$ cat src/rtl/uart_tx_fifo_pkg.sv
// uart_tx_fifo_pkg
// Shared constants and small helpers for the UART transmit byte buffer.
// Ports: none (package).
package uart_tx_fifo_pkg;

  // Width of one UART data byte.
  localparam int DATA_W = 8;

  // Default transmit buffer depth in bytes.
  localparam int DEFAULT_DEPTH = 16;

  typedef logic [DATA_W-1:0] data_t;

  // True when depth is a power of two and at least 2. Pointer wrap relies on
  // that.
  function automatic bit depth_ok(input int depth);
    return (depth >= 2) && ((depth & (depth - 1)) == 0);
  endfunction

endpackage : uart_tx_fifo_pkg

$ cat src/rtl/uart_tx_fifo_if.sv
// uart_tx_fifo_if
// Launch handshake between the transmit buffer and the UART transmitter.
// Handshake: tx_start is a single-cycle pulse and is only issued while
// tx_busy is low. tx_data is valid from the tx_start cycle and held stable
// until the transmitter drops tx_busy at the end of the frame, and it keeps
// that value until the next launch.
// Signals:
//   tx_start  buffer -> transmitter  one-cycle launch pulse
//   tx_data   buffer -> transmitter  byte in flight
//   tx_busy   transmitter -> buffer  transmitter busy with a frame
// Modports: master = buffer side, slave = transmitter side.
interface uart_tx_fifo_if;
  import uart_tx_fifo_pkg::*;

  logic  tx_start;
  data_t tx_data;
  logic  tx_busy;

  modport master (
    output tx_start,
    output tx_data,
    input  tx_busy
  );

  modport slave (
    input  tx_start,
    input  tx_data,
    output tx_busy
  );

endinterface : uart_tx_fifo_if

$ cat src/rtl/uart_tx_fifo_sync_fifo.sv
// sync_fifo
// Single-clock circular buffer with naturally wrapping pointers. It is shared
// by the UART TX and RX paths.
// Ports:
//   clk, rst      clock, asynchronous active-high reset
//   push_i        enqueue wr_data_i (ignored when full or flushing)
//   wr_data_i     word to enqueue
//   pop_i         dequeue the head word (ignored when empty)
//   flush_i       synchronous clear of pointers and count; beats push
//   rd_data_o     head word (mem[rd_ptr]), valid while !empty_o
//   full_o        count == DEPTH
//   empty_o       count == 0
//   count_o       number of stored words
module sync_fifo #(
  parameter  int WIDTH = 8,
  parameter  int DEPTH = 16,
  localparam int AW    = $clog2(DEPTH),
  localparam int CW    = AW + 1
) (
  input  logic             clk,
  input  logic             rst,
  input  logic             push_i,
  input  logic [WIDTH-1:0] wr_data_i,
  input  logic             pop_i,
  input  logic             flush_i,
  output logic [WIDTH-1:0] rd_data_o,
  output logic             full_o,
  output logic             empty_o,
  output logic [CW-1:0]    count_o
);

  logic [WIDTH-1:0] mem [DEPTH];

  logic [AW-1:0] wr_ptr_q, wr_ptr_d;
  logic [AW-1:0] rd_ptr_q, rd_ptr_d;
  logic [CW-1:0] count_q,  count_d;
  logic          wr_ok;
  logic          rd_ok;

  assign full_o    = (count_q == CW'(DEPTH));
  assign empty_o   = (count_q == '0);
  assign count_o   = count_q;
  assign rd_data_o = mem[rd_ptr_q];

  // A write while full is dropped even if a pop happens in the same cycle,
  // because full is taken from the registered count. A flush discards the
  // incoming word.
  assign wr_ok = push_i && !full_o && !flush_i;
  assign rd_ok = pop_i && !empty_o;

  always_comb begin
    wr_ptr_d = wr_ptr_q;
    rd_ptr_d = rd_ptr_q;
    count_d  = count_q;
    if (flush_i) begin
      wr_ptr_d = '0;
      rd_ptr_d = '0;
      count_d  = '0;
    end else begin
      if (wr_ok) wr_ptr_d = wr_ptr_q + AW'(1);
      if (rd_ok) rd_ptr_d = rd_ptr_q + AW'(1);
      case ({wr_ok, rd_ok})
        2'b10:   count_d = count_q + CW'(1);
        2'b01:   count_d = count_q - CW'(1);
        default: count_d = count_q;
      endcase
    end
  end

  always_ff @(posedge clk or posedge rst) begin
    if (rst) begin
      wr_ptr_q <= '0;
      rd_ptr_q <= '0;
      count_q  <= '0;
    end else begin
      wr_ptr_q <= wr_ptr_d;
      rd_ptr_q <= rd_ptr_d;
      count_q  <= count_d;
    end
  end

  // The storage has no reset. Only the slots between the pointers are ever
  // read.
  always_ff @(posedge clk) begin
    if (wr_ok) mem[wr_ptr_q] <= wr_data_i;
  end

endmodule : sync_fifo

$ cat src/rtl/uart_tx_fifo.sv
// uart_tx_fifo
// Transmit-side byte buffer feeding the UART transmitter. Bytes written by the
// register interface are queued in sync_fifo. A launcher FSM pops one byte at
// a time and hands it to the transmitter. The byte stays on tx_data for the
// whole frame.
// Ports:
//   clk, rst       clock, asynchronous active-high reset
//   wr_en          push wr_data this cycle
//   wr_data        byte to enqueue
//   flush          clear queued (not yet launched) bytes
//   clr_overflow   clear the sticky overflow flag
//   full, empty    queue occupancy flags
//   count          queued bytes, excluding the byte in flight
//   overflow       sticky: a write was dropped because the queue was full
//   tx_idle        queue empty and launcher idle
//   tx_if          launch handshake to the transmitter (master side)
//   dbg_state_o    launcher FSM state, for observation only
module uart_tx_fifo
  import uart_tx_fifo_pkg::*;
#(
  parameter  int DEPTH = DEFAULT_DEPTH,
  localparam int CW    = $clog2(DEPTH) + 1
) (
  input  logic                  clk,
  input  logic                  rst,
  input  logic                  wr_en,
  input  data_t                 wr_data,
  input  logic                  flush,
  input  logic                  clr_overflow,
  output logic                  full,
  output logic                  empty,
  output logic [CW-1:0]         count,
  output logic                  overflow,
  output logic                  tx_idle,
  uart_tx_fifo_if.master        tx_if,
  output logic [1:0]            dbg_state_o
);

  typedef enum logic [1:0] {
    S_IDLE      = 2'd0,
    S_LAUNCH    = 2'd1,
    S_WAIT_BUSY = 2'd2,
    S_ACTIVE    = 2'd3
  } state_e;

  state_e state_q;
  logic   tx_start_q;
  data_t  tx_data_q;
  logic   overflow_q, overflow_d;
  logic   pop;
  data_t  head_data;

  sync_fifo #(
    .WIDTH (DATA_W),
    .DEPTH (DEPTH)
  ) u_fifo (
    .clk       (clk),
    .rst       (rst),
    .push_i    (wr_en),
    .wr_data_i (wr_data),
    .pop_i     (pop),
    .flush_i   (flush),
    .rd_data_o (head_data),
    .full_o    (full),
    .empty_o   (empty),
    .count_o   (count)
  );

  // Only the IDLE state launches, and never into a busy transmitter. A flush
  // in the same cycle does not cancel this pop, so the head byte still goes
  // out.
  assign pop = (state_q == S_IDLE) && !empty && !tx_if.tx_busy;

  // Set wins over clear. A write discarded by a flush does not count as an
  // overflow.
  always_comb begin
    overflow_d = overflow_q;
    if (clr_overflow)                 overflow_d = 1'b0;
    if (wr_en && full && !flush)      overflow_d = 1'b1;
  end

  // Launcher: IDLE -> LAUNCH (pulse) -> WAIT_BUSY (transmitter picks up the
  // frame) -> ACTIVE (frame on the line) -> IDLE once busy drops.
  always_ff @(posedge clk or posedge rst) begin
    if (rst) begin
      state_q    <= S_IDLE;
      tx_start_q <= 1'b0;
      tx_data_q  <= '0;
    end else begin
      case (state_q)
        S_IDLE: begin
          if (pop) begin
            tx_data_q  <= head_data;
            tx_start_q <= 1'b1;
            state_q    <= S_LAUNCH;
          end
        end
        S_LAUNCH: begin
          tx_start_q <= 1'b0;
          state_q    <= S_WAIT_BUSY;
        end
        S_WAIT_BUSY: begin
          if (tx_if.tx_busy) state_q <= S_ACTIVE;
        end
        S_ACTIVE: begin
          if (!tx_if.tx_busy) state_q <= S_IDLE;
        end
        default: begin
          tx_start_q <= 1'b0;
          state_q    <= S_IDLE;
        end
      endcase
    end
  end

  always_ff @(posedge clk or posedge rst) begin
    if (rst) overflow_q <= 1'b0;
    else     overflow_q <= overflow_d;
  end

  assign overflow       = overflow_q;
  assign tx_idle        = empty && (state_q == S_IDLE);
  assign tx_if.tx_start = tx_start_q;
  assign tx_if.tx_data  = tx_data_q;
  assign dbg_state_o    = state_q;

endmodule : uart_tx_fifo

$ cat src/flat_wrapper.sv
// flat-port wrapper written by rule: the top's interface ports become plain ports
module uart_tx_fifo_flat import uart_tx_fifo_pkg::*;
#(
  parameter  int DEPTH = DEFAULT_DEPTH,
  localparam int CW    = $clog2(DEPTH) + 1
)
  (clk, rst, wr_en, wr_data, flush, clr_overflow, full, empty, count, overflow, tx_idle, dbg_state_o, tx_if_tx_start, tx_if_tx_data, tx_if_tx_busy);
  uart_tx_fifo_if tx_if_i ();
  input  logic clk;
  input  logic rst;
  input  logic wr_en;
  input  data_t wr_data;
  input  logic flush;
  input  logic clr_overflow;
  output logic full;
  output logic empty;
  output logic [CW-1:0] count;
  output logic overflow;
  output logic tx_idle;
  output logic [1:0] dbg_state_o;
  output wire logic [$bits(tx_if_i.tx_start)-1:0] tx_if_tx_start;
  output wire logic [$bits(tx_if_i.tx_data)-1:0] tx_if_tx_data;
  input wire logic [$bits(tx_if_i.tx_busy)-1:0] tx_if_tx_busy;
  assign tx_if_tx_start = tx_if_i.tx_start;
  assign tx_if_tx_data = tx_if_i.tx_data;
  assign tx_if_i.tx_busy = tx_if_tx_busy;
  uart_tx_fifo #(.DEPTH(DEPTH)) u_core (.clk(clk), .rst(rst), .wr_en(wr_en), .wr_data(wr_data), .flush(flush), .clr_overflow(clr_overflow), .full(full), .empty(empty), .count(count), .overflow(overflow), .tx_idle(tx_idle), .tx_if(tx_if_i), .dbg_state_o(dbg_state_o));
endmodule
$ cat config.mk
export PLATFORM = sky130hd
export DESIGN_NAME = uart_tx_fifo_flat
export DESIGN_NICKNAME = d
export VERILOG_FILES = /design/src/rtl/uart_tx_fifo_pkg.sv /design/src/rtl/uart_tx_fifo_if.sv /design/src/rtl/uart_tx_fifo_sync_fifo.sv /design/src/rtl/uart_tx_fifo.sv /design/src/flat_wrapper.sv
export SDC_FILE = /design/constraint.sdc
export NUM_CORES = 1
export LEC_CHECK = 0
export CAP_MARGIN = 10
export CELL_PAD_IN_SITES_DETAIL_PLACEMENT = 1
export CELL_PAD_IN_SITES_GLOBAL_PLACEMENT = 1
export CORE_ASPECT_RATIO = 0.7
export CORE_MARGIN = 2
export CORE_UTILIZATION = 25
export DETAILED_ROUTE_END_ITERATION = 8
export PLACE_DENSITY = 0.54
export SLEW_MARGIN = 10
export SYNTH_ARGS = -nofsm -noshare
export SYNTH_HDL_FRONTEND = slang
export SYNTH_HIERARCHICAL = 1
export SYNTH_SLANG_ARGS = --single-unit
$ cat constraint.sdc
create_clock -name clk -period 2.8 [get_ports clk]
set_input_delay 0.56 -clock clk [delete_from_list [all_inputs] [get_ports clk]]
set_output_delay 0.56 -clock clk [all_outputs]
set_load 0.02 [all_outputs]
==> out/metrics.yaml, run 1 <==
fin_ws_ns: 0.113
p_leak_nw: 2.61
p_clk_share_pct: 36.2
num-fill-cells: 2543
wl_per_cell_um: 18.9
syn-num-nets: 363
dp_hpwl_mm: 9.60
grtUsageMet1_pct: 16.2
busiest_layer: "met2"
path_max_fanout: 6
max_stage_delay_ns: 0.60
drv_cap: 0
outcome: "finished, final reports clean"
layout-drive-gt1-share_pct: 30.2
netlist_area_sq_um: 6310
synth-edff-count: 128
htree_levels: 4
antenna_left: 0
max_freq_mhz: 372
gp_congestion: 0.719
irDropWorstVdd_mv: 0.394
die_w_um: 194
core_region_area_sq_um: 24700
cts.clk_slew.worst_paths_ns: 0.06
hold_viol: 0
synth_area_leaders: "edfxtp_1 (61%), mux4_2 (14%), dfrtp_1 (9.9%), ha_1 (2.4%), nor2_1 (2.0%)"
power_mw: 6.30
io_buffers: 33
area_growth_pct: 25.2
slew_headroom_pct: 55.9
num_antenna_cells: 0
critical_path.startpoint_type: "flip-flop"
synthCells: 336
multi_input_area_sq_um: 1800
gr-total-overflow: 0
antenna_found_initial: 0
via_per_inst: 4.34
yosysTopAreaCellShare_pct: 60.9
drc: 0
totalWireLength_mm: 14.1
p_int_mw: 4.65
cts.sinks: 153
grt_max_degree: 36
fin_crit_sh_pct: 96.0
crit_path_top_delay_cell: "or4_4"
cts_root_buffer: "clkbuf_16"
crit_chain: "or4_4, nor2_4, nor3b_4, o21ai_2, a21o_1, inv_2, ha_4, nand2b_1, a21oi_2, or3_1, a21o_1, a21oi_2"
swShare_pct: 26.2
postCtsHoldBufs: 0
grt_pass1_wl_mm: 21.8
avgSynthCellArea_sq_um: 18.8
ios: 34
worst_pin_slew_ns: 0.662
synth_cell_types: 40
hp-class: "input pin to asynchronous set/reset pin"
power_frac_seq_pct: 42.4
synth.largest_area_cell: "edfxtp_1"
ys.flop_type: "edfxtp_1"
ys_ff_latch: 153
slew_violations: 0
die_h_um: 137
ys_seq_area_share_pct: 70.8
start_util_pct: 25.5
dp_slack_ns: -0.0802
yosysWarnings: 6
cp.required_ns: 3.15
critPathLaunch: "u_core/u_fifo/count_o[0]$_DFFE_PP0P_"
finalNetCount: 434
worstSetupPathType: "flip-flop to flip-flop"
period_needed_ns: 2.69
comb_power_share_pct: 21.4
end_kind: "flip-flop"
cts.path.max_buffers: 2
rows: 48
first_pass_iters: 4
pwr_density_cell_nw_per_um2: 797
skew_ns: 0.00536
use_met2_pct: 16.7
drt_iter0_markers: 259
numCtsBuffers: 17
track_usage_pct: 11.4
vias: 3237
crit_arrival_ns: 3.04
rr_startpoint: "u_core/u_fifo/count_o[0]$_DFFE_PP0P_"
seq_area_sq_um: 4470
power_switching_mw: 1.65
cts_tree: "done"
die-area_sq_um: 26600
grt_pass1_vias: 3454
use_met3_pct: 3.92
setup_violations: 0
async_reset_ff_share_pct: 16.3
clk_latency_ns: 0.42
[final timing paths]
path                                                         to  cells past startpoint  slack, ns
min in group clk            u_core/tx_if.tx_data[2]$_DFFE_PP0P_                      1       0.51
hold / removal             u_core/u_fifo/count_o[4]$_DFFE_PP0P_                      2       0.51
setup reg to reg           u_core/u_fifo/count_o[4]$_DFFE_PP0P_                     12       0.11
hold reg to reg             u_core/tx_if.tx_data[2]$_DFFE_PP0P_                      1       0.51
setup / recovery           u_core/u_fifo/count_o[4]$_DFFE_PP0P_                     12       0.11
max in group asynchronous     u_core/dbg_state_o[1]$_DFFE_PP0P_                      2       1.79
[critical path: cells and delay by family (launching register included)]
kind	cells	cell delay, ns
buffers and inverters	1	0.09
AO/OA/AOI/OAI	5	0.64
adder cells (fa/ha/maj)	1	0.26
AND/OR/NAND/NOR	5	1.22
flip-flops	1	0.40
[cells by family after synthesis]
logic type | after synthesis | synth area share, %
XOR/XNOR | 9 | 1.25
AND/OR/NAND/NOR | 60 | 4.34
adder cells (fa/ha/maj) | 13 | 2.70
multiplexers | 53 | 16.5
AO/OA/AOI/OAI | 22 | 2.52
flip-flops | 153 | 70.8
buffers and inverters | 26 | 1.86
[final cells by class]
cell class | instances | area share, %
inverter | 13 | 0.617
clock buffer | 19 | 5.48
multi-input combinational | 157 | 22.7
clock inverter | 13 | 1.95
tap | 325 | 5.14
timing repair buffer | 65 | 7.49
sequential | 153 | 56.6
[cells in the final DEF (no fill, tap or decap), types with 5 or more instances in the layout]
master / synthesis / final
edfxtp_1: 128 / 128
mux4_2: 40 / 40
nor2_1: 34 / 32
clkdlybuf4s50_1: 0 / 30
buf_4: 3 / 30
dfrtp_1: 25 / 21
clkbuf_16: 0 / 17
inv_1: 13 / 12
nand2_1: 11 / 11
ha_1: 12 / 9
mux2_2: 8 / 8
a21oi_1: 8 / 6
xnor2_1: 5 / 5
[cell usage after synthesis, types with 2 or more instances]
master / n
a21o_1: 2
a21oi_1: 8
and2_1: 2
buf_1: 2
buf_4: 3
clkbuf_1: 6
dfrtp_1: 25
edfxtp_1: 128
ha_1: 12
inv_1: 13
mux2_2: 8
mux2i_1: 4
mux4_2: 40
nand2_1: 11
nand3b_1: 2
nand4_1: 2
nor2_1: 34
o21ai_0: 3
or3_1: 3
xnor2_1: 5
xor2_1: 4
[metal layers]
layer  part of all wire (%)  up-vias
li1                       -     1460
met1                     49     1717
met2                     45       51
met3                    5.4        9
met4                   0.74        0
met5                      0        -
[flip-flops by register name, summed over array words and instances, names as in the netlist]
signal                  count
u_core/u_fifo/count_o       5
u_core/u_fifo/rd_ptr_q      4
u_core/tx_if.tx_data        8
u_core/overflow             1
u_core/dbg_state_o          2
u_core/u_fifo/mem         128
u_core/u_fifo/wr_ptr_q      4
u_core/tx_if.tx_start       1
[power by group through the flow]
stage          registers, mW  clock network, mW  logic (mW)
2_1_floorplan           2.84                  0       0.661
3_3_place_gp            2.71                  0        1.30
3_5_place_dp            2.72                  0        1.33
4_1_cts                 2.67               2.34        1.32
5_1_grt                 2.69               2.43        1.46
6_report                2.67               2.28        1.35
[stage by stage]
step	utilization, %	TNS (ns)	std cells	area, sq um	hold slack, ns
floorplan	-	0	336	6360	0.425
global placement	29.4	0	712	7280	0.497
detailed placement	29.4	-0.0802	712	7280	0.504
CTS	31.8	0	744	7870	0.515
global route	31.9	-0.00354	745	7900	0.535
finish	31.9	0	745	7900	0.508
[timing repair]
| item | in CTS | in global routing |
|---|---|---|
| resized for setup | 3 | 6 |
| setup buffers | 0 | 1 |
| pin swaps | 0 | 6 |
| setup endpoints to repair | 3 | 2 |
Note: power is estimated with default switching activity, not from simulation.
==> inputs of run 2 (changes only) <==
- SLEW_MARGIN: 10 -> not set
==> results of run 2 <==
No change in the layout: final DEF, timing and power equal those of run 1.
